**src/rtl/prv_trap_arbiter.sv**
```systemverilog
`default_nettype none
// ============================================================================
// Module   : prv_trap_arbiter
// Purpose  : Fixed-priority trap/interrupt sequencer. It runs a flush handshake,
//            then redirects the PC and strobes the mcause/mepc/mtval writes.
//            Optional macro TRAP_NMI_EN adds a sticky, edge-triggered NMI.
// Revision : 1.0 - initial release
// ============================================================================
module prv_trap_arbiter #(
    parameter int              NUM_EXC    = 16,
    parameter int              NUM_INT    = 16,
    parameter int              XLEN       = 32,
    parameter logic [XLEN-1:0] NMI_VECTOR = '0
) (
    input  logic               CLK,
    input  logic               nRST,
`ifdef TRAP_NMI_EN
    input  logic               nmi,
`endif
    input  logic [NUM_EXC-1:0] exc_valid,
    input  logic [XLEN-1:0]    exc_epc,
    input  logic [XLEN-1:0]    exc_badaddr,
    input  logic [NUM_INT-1:0] int_lines,
    input  logic [NUM_INT-1:0] int_enable,
    input  logic               global_ie,
    input  logic               ret,
    input  logic               pipe_clear,
    input  logic [XLEN-1:0]    mtvec,
    input  logic [XLEN-1:0]    mepc_r,
    output logic               intr,
    output logic               insert_pc,
    output logic [XLEN-1:0]    priv_pc,
    output logic               cause_we,
    output logic [XLEN-1:0]    trap_cause,
    output logic [XLEN-1:0]    trap_epc,
    output logic [XLEN-1:0]    trap_tval,
    output logic               busy
);

    typedef enum logic [1:0] {
        ST_IDLE   = 2'd0,
        ST_DRAIN  = 2'd1,
        ST_INSERT = 2'd2
    } state_t;

    localparam logic [1:0] c_kind_exc = 2'd0;
    localparam logic [1:0] c_kind_int = 2'd1;
    localparam logic [1:0] c_kind_ret = 2'd2;
    localparam logic [1:0] c_kind_nmi = 2'd3;

    state_t            r_state;
    logic [1:0]        r_kind;
    logic [XLEN-1:0]   r_idx;

    logic [NUM_INT-1:0] w_pend;
    logic               w_exc_hit;
    logic               w_int_hit;
    logic [XLEN-1:0]    w_exc_idx;
    logic [XLEN-1:0]    w_int_idx;
    logic [XLEN-1:0]    w_base;
    logic [XLEN-1:0]    w_target;
    logic               w_nmi_take;

    assign w_pend = int_lines & int_enable & {NUM_INT{global_ie}};
    assign w_base = {mtvec[XLEN-1:2], 2'b00};

    // Descending scan leaves the lowest exception; ascending leaves the highest interrupt.
    always_comb begin
        w_exc_hit = 1'b0;
        w_exc_idx = '0;
        for (int i = NUM_EXC - 1; i >= 0; i--) begin
            if (exc_valid[i]) begin
                w_exc_hit = 1'b1;
                w_exc_idx = XLEN'(i);
            end
        end
        w_int_hit = 1'b0;
        w_int_idx = '0;
        for (int j = 0; j < NUM_INT; j++) begin
            if (w_pend[j]) begin
                w_int_hit = 1'b1;
                w_int_idx = XLEN'(j);
            end
        end
    end

    always_comb begin
        w_target = w_base;
        case (r_kind)
            c_kind_int: w_target = (mtvec[1:0] == 2'b01) ? w_base + (r_idx << 2) : w_base;
            c_kind_ret: w_target = mepc_r;
`ifdef TRAP_NMI_EN
            c_kind_nmi: w_target = NMI_VECTOR;
`endif
            default:    w_target = w_base;
        endcase
    end

`ifdef TRAP_NMI_EN
    logic r_nmi_q;
    logic r_nmi_pend;

    // A new edge wins over the clear so an NMI landing during INSERT is never lost.
    always_ff @(posedge CLK or negedge nRST) begin
        if (!nRST) begin
            r_nmi_q    <= 1'b0;
            r_nmi_pend <= 1'b0;
        end else begin
            r_nmi_q <= nmi;
            if (nmi && !r_nmi_q)
                r_nmi_pend <= 1'b1;
            else if (r_state == ST_INSERT && r_kind == c_kind_nmi)
                r_nmi_pend <= 1'b0;
        end
    end
    assign w_nmi_take = r_nmi_pend;
`else
    assign w_nmi_take = 1'b0;
`endif

    always_ff @(posedge CLK or negedge nRST) begin
        if (!nRST) begin
            r_state    <= ST_IDLE;
            r_kind     <= c_kind_exc;
            r_idx      <= '0;
            intr       <= 1'b0;
            insert_pc  <= 1'b0;
            priv_pc    <= '0;
            cause_we   <= 1'b0;
            trap_cause <= '0;
            trap_epc   <= '0;
            trap_tval  <= '0;
            busy       <= 1'b0;
        end else begin
            case (r_state)
                ST_IDLE: begin
                    insert_pc <= 1'b0;
                    cause_we  <= 1'b0;
                    if (w_nmi_take || w_exc_hit || w_int_hit || ret) begin
                        r_state  <= ST_DRAIN;
                        intr     <= 1'b1;
                        busy     <= 1'b1;
                        trap_epc <= exc_epc;
                        if (w_nmi_take) begin
                            r_kind     <= c_kind_nmi;
                            r_idx      <= '0;
                            trap_cause <= {1'b1, {(XLEN-1){1'b0}}};
                            trap_tval  <= '0;
                        end else if (w_exc_hit) begin
                            r_kind     <= c_kind_exc;
                            r_idx      <= w_exc_idx;
                            trap_cause <= w_exc_idx;
                            trap_tval  <= exc_badaddr;
                        end else if (w_int_hit) begin
                            r_kind     <= c_kind_int;
                            r_idx      <= w_int_idx;
                            trap_cause <= w_int_idx | {1'b1, {(XLEN-1){1'b0}}};
                            trap_tval  <= '0;
                        end else begin
                            r_kind     <= c_kind_ret;
                            r_idx      <= '0;
                            trap_cause <= '0;
                            trap_tval  <= '0;
                        end
                    end
                end
                ST_DRAIN: begin
                    if (pipe_clear) begin
                        r_state   <= ST_INSERT;
                        intr      <= 1'b0;
                        insert_pc <= 1'b1;
                        priv_pc   <= w_target;
                        cause_we  <= (r_kind != c_kind_ret);
                    end
                end
                ST_INSERT: begin
                    r_state   <= ST_IDLE;
                    insert_pc <= 1'b0;
                    cause_we  <= 1'b0;
                    busy      <= 1'b0;
                end
                default: begin
                    r_state <= ST_IDLE;
                    intr    <= 1'b0;
                    busy    <= 1'b0;
                end
            endcase
        end
    end

endmodule
`default_nettype wire
```
**config.mk**
```make
export PLATFORM = sky130hd
export DESIGN_NAME = prv_trap_arbiter
export DESIGN_NICKNAME = d
export VERILOG_FILES = /design/src/rtl/prv_trap_arbiter.sv
export SDC_FILE = /design/constraint.sdc
export NUM_CORES = 1
export LEC_CHECK = 0
export BUFFER_PORTS_ARGS = -buffer_cell sky130_fd_sc_hd__buf_2
export CAP_MARGIN = 10
export CORE_MARGIN = 5
export CORE_UTILIZATION = 46
export DETAILED_ROUTE_END_ITERATION = 8
export GPL_TIMING_DRIVEN = 0
export MAX_ROUTING_LAYER = met4
export PLACE_DENSITY = 0.84
export REMOVE_ABC_BUFFERS = 1
export SYNTH_ARGS = -nofsm -noshare
export SYNTH_HDL_FRONTEND = slang
export SYNTH_SLANG_ARGS = --single-unit
export TNS_END_PERCENT = 30
```
**constraint.sdc**
```tcl
create_clock -name CLK -period 2.3 [get_ports CLK]
set_input_delay 0 -clock CLK [delete_from_list [all_inputs] [get_ports CLK]]
set_output_delay 0 -clock CLK [all_outputs]
set_load 0.02 [all_outputs]
```
==> implementation parameters <==
Parameter                              Value

Placement
  Post-Place Worst Slack ... -1.03 ns
  Dpl cell area ... 7580 um^2
  Post-placement cell count ... 1,103
  Placed wire-length estimate ... 14,300 um
  I/O Buffers ... 285
  Routability cong. ... 0.878

Synth
  Post-synth EDFFs ... 0
  Share of flip-flops with an asynchronous set or reset ... 1.00
  Dominant cells by area after synthesis ... dfrtp_1, nand2_1, mux2_2
  Post-synth top area share ... 0.442
  Post-synthesis cell type with the largest combined area ... dfrtp_1
  Post-Synthesis Cell Area ... 6110 um^2
  Number of storage elements in the synthesis netlist ... 108
  Main flop type after synthesis ... dfrtp_1
  Cell count after synthesis ... 672
  Part of the Yosys area used for sequential elements ... 0.442
  Count of distinct cell types in the synthesized netlist ... 57
  Synthesized area divided by synthesized cell count ... 9.10 um^2
  Number of warnings issued by yosys ... 0

Timing
  Peak clock frequency supported by timing ... 433 MHz
  # setup viols final ... 2
  Unrepaired setup endpoints after global routing ... true
  Slew of the pin with the lowest slew margin ... 0.854 ns
  Final hold violations ... 0
  Pins over their slew limit ... 0
  Post-route worst setup slack ... -0.00828 ns
  Shortest period the worst path allows ... 2.31 ns
  Final critical-path share of the clock period ... 1.00
  Max-slew headroom ... 0.430
  Clock skew ... 0.00806 ns

Worst setup path
  Data arrival time of the critical path ... 2.54 ns
  Register-to-Register Setup Slack ... -0.008 ns
  Worst setup path startpoint ... trap_cause[0]$_DFFE_PN0P_
  Number of cell instances on the worst register-to-register path ... 10
  Reg2Reg Capture Point ... priv_pc[20]$_DFFE_PN0P_
  Crit path max fanout ... 7
  End point of the critical path ... priv_pc[20]$_DFFE_PN0P_
  Critical Path End Type ... flop
  Kind of start point of the critical path ... flop
  Type of the worst setup path ... flop to flop
  FF-to-FF Start ... trap_cause[0]$_DFFE_PN0P_
  Critical path required time ... 2.53 ns

Job
  Max cap viols ... 0

Power and ir drop
  Leak pwr ... 4.47 nW
  IR Drop Worst-Case VDD ... 0.000997 V
  Clk network pwr share ... 0.157
  Switching portion of total power ... 0.450
  Relative contribution of combinational cells to total power ... 0.517
  Power per Cell Area ... 1150 nW/um^2
  NetSw ... 0.00469 W
  Flop pwr share ... 0.326
  Internal portion of total power ... 0.00572 W

Clock tree
  Total number of clock tree sinks ... 108
  Clock insertion delay at the later pin of the skew report ... 0.36 ns
  Worst-case clock buffer depth ... 2
  H-tree depth reported by CTS ... 3
  Clk Tree Root Cell ... clkbuf_16
  TritonCTS clock tree ... yes
  Reg clk slew, reported paths ... 0.07 ns
  Number of clock buffers inserted by TritonCTS ... 9

Cells and area
  Filler cells ... 944
  Relative area change from synthesis to final layout ... 48.3%
  Share of post-route cells with drive strength above 1 ... 0.363
  Post-route design area ... 9070 um^2
  Layout net count ... 1,230
  Finished Core Util ... 0.690
  Final instance count without filler cells ... 1,225

Global route
  Initial antenna violation count ... 2
  Largest net degree at the start of global routing ... 57
  Total global-route track usage ... 0.290
  Total global routing overflow ... 0
  Number of global-route vias before repair ... 6,837
  Wire length of the first global-routing pass ... 35,900 um

Floorplanning
  Die area ... 15,700 um^2
  Die width ... 125 um
  Row cnt ... 42
  Starting density of the core ... 0.465
  I/O pin count ... 313
  Core box area ... 13,100 um^2
  Height of the chip ... 125 um

Outcome
  Violations in the final reports ... negative setup slack
  Result of the run ... complete, but fails checks

Hold path
  Min-delay worst type ... primary input to flop
  Number of cells on the worst hold path ... 3

Detailed routing
  Remaining design rule violation count ... 0
  Vias per Instance ... 5.55
  Final wirelength ... 23,200 um
  Iteration count of the initial detailed-routing pass ... 5
  Violation count after the first detailed-route iteration ... 600
  Post-DR wirelength/cell ... 19.0 um
  Vias after detailed routing ... 6,801
  Remaining antenna violation count after routing ... 0
[critical path, stage by stage (launching register included)]
cell,delay [ns]
dfrtp_1,0.43
ha_4,0.18
inv_1,0.05
fa_2,0.36
nor2b_2,0.14
o21a_2,0.23
buf_4,0.13
o211a_4,0.20
mux2_2,0.34
nand2_1,0.06
a21oi_1,0.06
[logic make-up after synthesis]
family,after synthesis,share of synthesized area
simple gates,284,0.214
other cells,1,0.000614
compound gates,136,0.154
flops,108,0.442
buf+inv,82,0.0768
xor+xnor,2,0.00287
fa+ha+maj,7,0.0156
mux,52,0.0942
[synthesized netlist by cell type (all sizes together) (3+ instances only)]
| library cell | number |
|---|---|
| ha | 6 |
| and3 | 5 |
| nor2b | 4 |
| a222oi | 5 |
| dfrtp | 108 |
| a211oi | 5 |
| buf | 37 |
| o211ai | 5 |
| mux2 | 44 |
| o22ai | 9 |
| a221oi | 21 |
| nand4 | 15 |
| o21ai | 28 |
| o31ai | 3 |
| a21oi | 30 |
| nand2b | 3 |
| nor4 | 8 |
| inv | 17 |
| a22oi | 9 |
| a31oi | 4 |
| mux2i | 8 |
| nand3 | 39 |
| clkbuf | 27 |
| nor3 | 5 |
| nand2 | 126 |
| nor2 | 67 |
[worst min path at each step]
| stage | start | to |
|---|---|---|
| after CTS | mtvec[27] | priv_pc[27]$_DFFE_PN0P_ |
| after detailed placement | nRST | priv_pc[23]$_DFFE_PN0P_ |
| after global routing | mtvec[27] | priv_pc[27]$_DFFE_PN0P_ |
| after floorplan | nRST | busy$_DFFE_PN0P_ |
| after global placement | exc_epc[0] | trap_epc[0]$_DFFE_PN0P_ |
| final | mtvec[27] | priv_pc[27]$_DFFE_PN0P_ |
[sequential cells by signal, summed over array words and instances, names as in the netlist]
signal and cells:
intr 1, busy 1, trap_tval 32, trap_epc 32, trap_cause 4, cause_we 1, r_state 2, r_kind 2
priv_pc 32, insert_pc 1
[cell type report]
type                            count  area, um^2  share of cell area
Antenna cell                        2        5.00            0.000552
Tap cell                          176         220              0.0243
Inverter                           18        71.3             0.00787
Timing Repair Buffer              394        2560               0.283
Multi-Input combinational cell    510        3190               0.352
Timing Repair inverter              1        7.51            0.000828
Clock inverter                      6        76.3             0.00842
Clock buffer                       10         229              0.0253
Sequential cell                   108        2700               0.298
[power by group through the flow]
| stage | clock network [W] | registers [W] | logic (W) |
|---|---|---|---|
| after floorplan | 0 | 0.00440 | 0.00186 |
| after global placement | 0 | 0.00327 | 0.00466 |
| after detailed placement | 0 | 0.00332 | 0.00485 |
| after CTS | 0.00166 | 0.00331 | 0.00512 |
| after global routing | 0.00173 | 0.00349 | 0.00578 |
| final | 0.00163 | 0.00339 | 0.00538 |
[layout by cell type (no fill, tap or decap), types with 14 or more instances in the layout]
cell type      Yosys  routed
a21oi_1           30      30
nor2_1            67      66
conb_1             1      27
inv_1             17      16
o21ai_0           24      21
a221oi_1          21      20
nand3_1           39      39
nand2_1          126     126
nand4_1           14      14
dfrtp_1          108     107
mux2_2            32      32
buf_2              0     284
dlygate4sd3_1      0      94
[per-stage QoR]
step | hold slack [ns] | power [W] | setup TNS, ns
5_1_grt | 0.0171 | 0.0110 | -0.407
6_report | 0.0209 | 0.0104 | -0.0157
3_3_place_gp | 0.211 | 0.00793 | -232.00
3_5_place_dp | 0.116 | 0.00817 | -47.99
4_1_cts | 0.000717 | 0.0101 | -1.61
2_1_floorplan | -0.296 | 0.00627 | -105.32
[per-layer routing]
metal / part of all wire / global-route usage / up-vias
li1: - / - / 3108
met1: 0.38 / 0.347 / 3213
met2: 0.49 / 0.465 / 408
met3: 0.094 / 0.0891 / 72
met4: 0.037 / 0.103 / 0
met5: 0 / - / -
[what timing repair did]
item / 4_1_cts / 5_1_grt
cloned: 2 / 1
buffers inserted: 3 / 5
hold buffers: 94 / 0
endpoints found under the hold margin: 146 / 0
pin swaps: 3 / 4
setup endpoints to repair: 63 / 47
resized for setup: 22 / 14
Note: power is estimated with default switching activity, not from simulation.
